**src/rtl/energy_threshold_estimator_pkg.sv**
```systemverilog
// Shared constants for the energy/threshold estimator: widths, FSM encoding and TH floor helper.
package energy_threshold_estimator_pkg;

   localparam int unsigned ACC_W        = 64;
   localparam int unsigned SAMPLE_W_DEF = 16;

   localparam logic [0:0] ST_INIT  = 1'b0;
   localparam logic [0:0] ST_TRACK = 1'b1;

   function automatic logic [ACC_W-1:0] th_floor(input logic [ACC_W-1:0] i_val,
                                                 input logic [ACC_W-1:0] i_min);
      return (i_val < i_min) ? i_min : i_val;
   endfunction

endpackage

```
**src/rtl/energy_threshold_estimator_window_energy_acc.sv**
```systemverilog
// Two-stage square/accumulate over fixed windows of 2^WIN_LOG2 valid samples.
module window_energy_acc
   import energy_threshold_estimator_pkg::*;
#(
   parameter int unsigned SAMPLE_W = SAMPLE_W_DEF,
   parameter int unsigned WIN_LOG2 = 8
) (
   input  logic                       i_clock,
   input  logic                       i_reset,
   input  logic signed [SAMPLE_W-1:0] i_sample_in,
   input  logic                       i_sample_valid,
   output logic [ACC_W-1:0]           o_energy,
   output logic                       o_energy_valid,
   output logic                       o_win_done,
   output logic [ACC_W-1:0]           o_win_energy
);

   localparam int unsigned SQ_W = 2 * SAMPLE_W;

   logic signed [SQ_W-1:0] w_sample_ext;
   logic signed [SQ_W-1:0] w_sq_s;
   logic [SQ_W-1:0]        r_sq;
   logic                   r_sq_vld;
   logic [ACC_W-1:0]       r_acc;
   logic [ACC_W-1:0]       w_sum;
   logic [ACC_W-1:0]       r_energy;
   logic                   r_energy_valid;
   logic [WIN_LOG2-1:0]    r_cnt;

   // Square of the sign-extended sample is always non-negative and fits in SQ_W bits.
   assign w_sample_ext = SQ_W'(i_sample_in);
   assign w_sq_s       = w_sample_ext * w_sample_ext;

   assign w_sum        = r_acc + ACC_W'(r_sq);
   assign o_win_done   = r_sq_vld && (r_cnt == {WIN_LOG2{1'b1}});
   assign o_win_energy = w_sum;

   always_ff @(posedge i_clock or negedge i_reset) begin
      if (!i_reset) begin
         r_sq           <= '0;
         r_sq_vld       <= 1'b0;
         r_acc          <= '0;
         r_energy       <= '0;
         r_energy_valid <= 1'b0;
         r_cnt          <= '0;
      end else begin
         r_sq           <= $unsigned(w_sq_s);
         r_sq_vld       <= i_sample_valid;
         r_energy_valid <= o_win_done;
         if (r_sq_vld) begin
            r_cnt <= r_cnt + 1'b1;
            if (o_win_done) begin
               r_acc    <= '0;
               r_energy <= w_sum;
            end else begin
               r_acc <= w_sum;
            end
         end
      end
   end

   assign o_energy       = r_energy;
   assign o_energy_valid = r_energy_valid;

endmodule

```
**src/rtl/energy_threshold_estimator.sv**
```systemverilog
// Window energy estimator with learned noise-floor threshold (init average, then EMA tracking).
module energy_threshold_estimator
   import energy_threshold_estimator_pkg::*;
#(
   parameter int unsigned      SAMPLE_W    = SAMPLE_W_DEF,
   parameter int unsigned      WIN_LOG2    = 8,
   parameter int unsigned      INIT_LOG2   = 4,
   parameter int unsigned      ALPHA_SHIFT = 3,
   parameter logic [ACC_W-1:0] TH_MIN      = 64'd1
) (
   input  logic                       i_clock,
   input  logic                       i_reset,
   input  logic signed [SAMPLE_W-1:0] i_sample_in,
   input  logic                       i_sample_valid,
   input  logic                       i_event_detected,
   output logic [ACC_W-1:0]           o_energy,
   output logic [ACC_W-1:0]           o_th,
   output logic                       o_energy_valid,
   output logic                       o_init_done
);

   localparam int unsigned SUM_W = ACC_W + INIT_LOG2;

   logic                 w_win_done;
   logic [ACC_W-1:0]     w_win_energy;
   logic [0:0]           r_state;
   logic [INIT_LOG2-1:0] r_win_cnt;
   logic [SUM_W-1:0]     r_init_sum;
   logic [SUM_W-1:0]     w_init_total;
   logic [ACC_W-1:0]     w_init_avg;
   logic [ACC_W:0]       w_track_sum;
   logic [ACC_W-1:0]     w_track_th;
   logic [ACC_W-1:0]     r_th;
   logic                 r_init_done;

   window_energy_acc #(
      .SAMPLE_W(SAMPLE_W),
      .WIN_LOG2(WIN_LOG2)
   ) u_acc (
      .i_clock       (i_clock),
      .i_reset       (i_reset),
      .i_sample_in   (i_sample_in),
      .i_sample_valid(i_sample_valid),
      .o_energy      (o_energy),
      .o_energy_valid(o_energy_valid),
      .o_win_done    (w_win_done),
      .o_win_energy  (w_win_energy)
   );

   assign w_init_total = r_init_sum + SUM_W'(w_win_energy);
   assign w_init_avg   = ACC_W'(w_init_total >> INIT_LOG2);

   // TH - TH>>a never underflows, so one extra bit is enough to catch overflow.
   assign w_track_sum = {1'b0, r_th} - {1'b0, r_th >> ALPHA_SHIFT}
                      + {1'b0, w_win_energy >> ALPHA_SHIFT};
   assign w_track_th  = w_track_sum[ACC_W] ? {ACC_W{1'b1}} : w_track_sum[ACC_W-1:0];

   always_ff @(posedge i_clock or negedge i_reset) begin
      if (!i_reset) begin
         r_state     <= ST_INIT;
         r_win_cnt   <= '0;
         r_init_sum  <= '0;
         r_th        <= '0;
         r_init_done <= 1'b0;
      end else if (w_win_done) begin
         case (r_state)
            ST_INIT: begin
               r_win_cnt  <= r_win_cnt + 1'b1;
               r_init_sum <= w_init_total;
               if (r_win_cnt == {INIT_LOG2{1'b1}}) begin
                  r_th        <= th_floor(w_init_avg, TH_MIN);
                  r_init_done <= 1'b1;
                  r_state     <= ST_TRACK;
               end
            end
            ST_TRACK: begin
               if (!i_event_detected) r_th <= th_floor(w_track_th, TH_MIN);
            end
            default: r_state <= ST_INIT;
         endcase
      end
   end

   assign o_th        = r_th;
   assign o_init_done = r_init_done;

endmodule

```
**config.mk**
```make
export PLATFORM = sky130hd
export DESIGN_NAME = energy_threshold_estimator
export DESIGN_NICKNAME = d
export VERILOG_FILES = /design/src/rtl/energy_threshold_estimator_pkg.sv /design/src/rtl/energy_threshold_estimator_window_energy_acc.sv /design/src/rtl/energy_threshold_estimator.sv
export SDC_FILE = /design/constraint.sdc
export NUM_CORES = 2
export LEC_CHECK = 0
export BUFFER_PORTS_ARGS = -buffer_cell sky130_fd_sc_hd__buf_2
export CORE_MARGIN = 2
export CORE_UTILIZATION = 40
export CTS_CLUSTER_SIZE = 30
export DETAILED_ROUTE_END_ITERATION = 7
export MAX_ROUTING_LAYER = met4
export SETUP_SLACK_MARGIN = 0.5
export SKIP_CTS_REPAIR_TIMING = 1
export SLEW_MARGIN = 40
export SYNTH_ARGS = -nofsm -noshare
export SYNTH_HDL_FRONTEND = slang
export SYNTH_SLANG_ARGS = --single-unit
```
**constraint.sdc**
```tcl
create_clock -name i_clock -period 6.7 [get_ports i_clock]
set_input_delay 0.335 -clock i_clock [delete_from_list [all_inputs] [get_ports i_clock]]
set_output_delay 0.335 -clock i_clock [all_outputs]
set_load 0.005 [all_outputs]
```
# After elaboration in Yosys (flattened, before gate mapping)
# Cells that the tools add are included.
# classes
mux	9
order_cmp	2
mul	1
n_reduce_logical	5
n_bitwise	1
add_sub_neg	6
n_eq_ne	4
# ops
cell	n
$mux 64	6
$lt 64x1->1 const B	2
$pmux 64 s2	1
$add 68x64->68	1
$add 65x61->65	1
$sub 64x61->65	1
$add 64x32->64	1
$mul 16x16->32	1
$add 8x1->8 const B	1
$eq 8x8->1 const B	1
$reduce_and 3->1	2
$add 4x1->4 const B	1
$eq 4x4->1 const B	1
$ne 2x2->1 const B	2
$reduce_and 2->1	2
$mux 1	2
$logic_and 1x1->1	1
$not 1->1	1
# word_totals
wordCells	39
out_inout_bits	130
inputBits	20
reg_bits	308

# Depth between registers and ports, before layout
# depth
word_depth	7
mapped_depth	34
depth_no_buf	30

# By module
# A second synthesis with hierarchy kept.
# unflattened
hier_cells	4164
area_unflattened_um2	34839.7
# by_module_without_submodules
module	n_inst	seq_area_each_um2	area_each_um2	cells_each
window_energy_acc	1	4229.1	18112.4	1908
energy_threshold_estimator	1	3453.3	16727.3	2256

# Least setup slack after synthesis
# Ideal clock, no wire load.
# synth_path
kind	reg2reg
from	reg u_acc.r_acc[0]
to	reg r_th[51] (netlist: o_th[51])
period_less_slack_ns	7.148
path_stages_with_launch	32
setup_slack_ns	-0.448
path_buffers	2
required_time_ns	6.570
setup_ns	0.130
arrival_time_ns	7.018
path_cell_list	dfrtp_1 > ha_1 > ha_1 > a21o_1 > a21oi_1 > o21bai_1 > a21oi_1 > nor4b_1 > a211o_1 > a311oi_1 > o31ai_1 > o21a_1 > nor2_1 > o21ai_0 > xnor2_1 > fa_1 > inv_1 > ha_1 > clkbuf_1 > nand3_1 > or4_1 > a2111o_1 > a31oi_1 > nand3_1 > nor3b_1 > o21bai_1 > a2111oi_0 > nand4_1 > nor4_1 > nand2b_1 > clkbuf_2 > o21ai_0
# synth_between
elab_chain_cells	7
word_cells_on_any_way	11
classes_between	add/sub (3); order compare (2); mux (6)
# synth_lines
item	line	text
from (decl)	energy_threshold_estimator_window_energy_acc.sv:24	logic [ACC_W-1:0] r_acc;
from (signal assigned)	energy_threshold_estimator_window_energy_acc.sv:56	r_acc <= w_sum;
$add 64x32->64 *	energy_threshold_estimator_window_energy_acc.sv:34	assign w_sum = r_acc + ACC_W'(r_sq);
$add 65x61->65	energy_threshold_estimator.sv:55	+ {1'b0, w_win_energy >> ALPHA_SHIFT};
$mux 64	energy_threshold_estimator.sv:56	assign w_track_th = w_track_sum[ACC_W] ? {ACC_W{1'b1}} : w_track_sum[ACC_W-1:0];
$lt 64x1->1	energy_threshold_estimator_pkg.sv:12	return (i_val < i_min) ? i_min : i_val;
$mux 64	energy_threshold_estimator_pkg.sv:12	
$mux 64	energy_threshold_estimator.sv:77	if (!i_event_detected) r_th <= th_floor(w_track_th, TH_MIN);
$pmux 64 s2 *	energy_threshold_estimator.sv:66	case (r_state)
to (signal assigned)	energy_threshold_estimator.sv:71	r_th <= th_floor(w_init_avg, TH_MIN);
to (signal assigned)	energy_threshold_estimator.sv:77	
to (decl)	energy_threshold_estimator.sv:33	logic [ACC_W-1:0] r_th;
# Mark *: on every way between the ends. The rest lies on a longest branch, timed or not. The select of a mux whose other input is x is not followed.
# A chain may end at the register's enable or synchronous reset.

# Final worst setup path
# layout_path
from	reg u_acc.r_acc[0]
to	reg r_th[28] (netlist: o_th[28])
# The elaborated chain is that of the path after synthesis.

==> qor.txt <==
initial antenna violation count - 4
GRT Residual Overflow - 0
total CTS buffers - 42
Rows - 105
YS warnings - 0
Initial Utilization - 40.3%
startpoint types - register
share of layout cells above drive strength 1 - 26.1%
worst path required time - 7.18 ns
worst r2r path cells - 33
Least-Margin Pin Slew - 0.804 ns
crit path from - u_acc.r_acc[0]
r2r setup slk - -0.48 ns
Vert. Die Dim - 291 um
first-pass GRT wire length - 177000 um
mean routed wirelength per cell - 19.9 um
slowest cell on the critical path - fa_1
commonest non-fill, non-tap cell in the layout - buf_4
GP Congestion - 1.00
Syn Std Cell Area - 33000 um2
Synth Flop Type - dfrtp_1
synth unique cells - 83
RSZ-0062 raised after global routing - true
Vias/cell - 5.34
Max-Slew Margin vs Limit - 46.0%
Hold WC Path Type - primary input to register
R2R Path End - o_th[28]
via count - 31186
Core Area - 81800 um2
worst reg2reg startpoint - u_acc.r_acc[0]
cell repeated most along the worst path - buf_4
Pre-antenna DRT Iters - 6
syn_nets - 4469
# setup viols final - 34
hold path depth - 2
failing checks - negative setup slack
CTS max path bufs - 3
Final Net Count - 5304
drt total wl - 116000 um
Hold Vio Cnt, Final - 0
clock sinks - 307
full die area - 84800 um2
post-place setup slack - -0.690 ns
post-synthesis average cell area - 8.46 um2
placed insts - 5705
Critical Path End - o_th[28]
Non-Filler Instances - 5844
TritonCTS clock tree - yes
# IOs - 150
H-tree levels - 2
Post-synth EDFFs - 0
Async SR Flop Fraction - 100%
most frequent cells in the layout - buf_4 (781), inv_1 (487), nand2_1 (441)
Multi-input gate area - 24000 um2
synthesized instance count - 3901
DRC - 0
Max-Cap Viols - 0
Setup Skew - 0.0330 ns
Critical Path Sink Type - register
Highest Clock Rate - 139 MHz
worst hold margin - 0.119 ns
pin count of the biggest net entering global routing - 125
sequential fraction of the synthesis area - 23.3%
Tmin final - 7.18 ns
slowest stage delay, CP - 0.50 ns
DRT antenna net count - 0
Tcrit/Tclk final - 107%
# port buffers - 149
post-synthesis register bit count - 307
CTS root buffer - clkbuf_16
GRT Total Usage - 27.5%
status - finished, violations left
final-layout fill cell count - 7706
Final WS setup - -0.480 ns
Layout area overhead - 32.2%
Worst-Skew Late Latency - 0.60 ns
Initial DRC Count - 2026
Die W - 291 um
register area - 7680 um2
setup_tns - -8.36 ns
Detailed Place HPWL - 93100 um
CP Class - register to register
CP max FO - 8
vias in the first global route - 30682
CP arrival - 7.66 ns
clock slew at reported path FFs - 0.06 ns
Slew Viols, Final - 0
[flip-flops by register name (all words and copies together), names as in the netlist]
signal	count
r_init_sum	68
o_init_done	1
o_th	64
u_acc.r_cnt	8
u_acc.r_sq_vld	1
r_state	1
u_acc.r_sq	31
r_win_cnt	4
u_acc.o_energy	64
u_acc.o_energy_valid	1
u_acc.r_acc	64
[Yosys cell counts, types with 16 or more instances]
library cell | instances | area, um2
a211oi_1 | 16 | 120
a21o_1 | 83 | 623
a21oi_1 | 257 | 1290
a22oi_1 | 20 | 150
a31oi_1 | 34 | 213
and2_1 | 74 | 463
and3_1 | 40 | 250
clkbuf_1 | 159 | 597
dfrtp_1 | 307 | 7680
fa_1 | 302 | 6050
ha_1 | 246 | 3080
inv_1 | 493 | 1850
nand2_1 | 449 | 1690
nand2b_1 | 27 | 169
nand3_1 | 75 | 375
nand4_1 | 61 | 382
nor2_1 | 240 | 901
nor2b_1 | 24 | 150
nor3_1 | 44 | 220
nor4_1 | 16 | 100
o211ai_1 | 31 | 233
o21a_1 | 22 | 165
o21ai_0 | 332 | 1660
o21bai_1 | 43 | 323
o2bb2ai_1 | 31 | 272
o31ai_1 | 28 | 210
or3_1 | 19 | 119
xnor2_1 | 137 | 1200
xor2_1 | 89 | 780
[logic make-up after synthesis]
kind of cell	synth area share (%)
simple gates	15.9
compound gates	19.0
buf+inv	7.62
fa+ha+maj	27.6
flops	23.3
xor+xnor	6.00
mux	0.512
[critical path: cells and delay by family, from the launching register on]
kind,cells,cell delay (ns)
flip-flops,1,0.39
XOR/XNOR,1,0.12
buffers and inverters,5,0.70
adder cells (fa/ha/maj),4,1.14
AO/OA/AOI/OAI,15,3.05
AND/OR/NAND/NOR,8,1.67
[worst min-delay path by stage]
stage	start	end	slack [ns]
finish	i_sample_in[0]	u_acc.r_sq[0]	0.12
global route	i_sample_in[0]	u_acc.r_sq[0]	0.1
CTS	i_reset	u_acc.r_acc[48]	-0.23
detailed placement	i_reset	o_th[58]	0.41
global placement	i_reset	o_th[60]	0.41
floorplan	i_reset	o_init_done	0.04
[layer usage]
metal | track usage (%) | up-vias | routed length [um]
met2 | 45.0 | 835 | 55600
met4 | 7.28 | 0 | 3540
met3 | 3.13 | 156 | 6200
met5 | - | - | 0
li1 | - | 14917 | -
met1 | 36.2 | 15278 | 50900
[area by class of cell]
class	count	area share [%]
Antenna cell	5	0.0287
Clock buffer	51	2.58
Clock inverter	26	0.944
Inverter	495	4.28
Multi-Input combinational cell	2928	55.1
Sequential cell	307	17.6
Tap cell	1070	3.07
Timing Repair Buffer	962	16.4
[per-stage QoR]
stage          area, um2  util [%]
3_5_place_dp       40400      49.4
2_1_floorplan      33300         -
5_1_grt            43600      53.3
3_3_place_gp       40400      49.3
4_1_cts            41900      51.2
6_report           43600      53.3
Power is left out: the tool's default activity adds up to more than one toggle a clock period on the data nets, which glitch-free logic cannot reach.
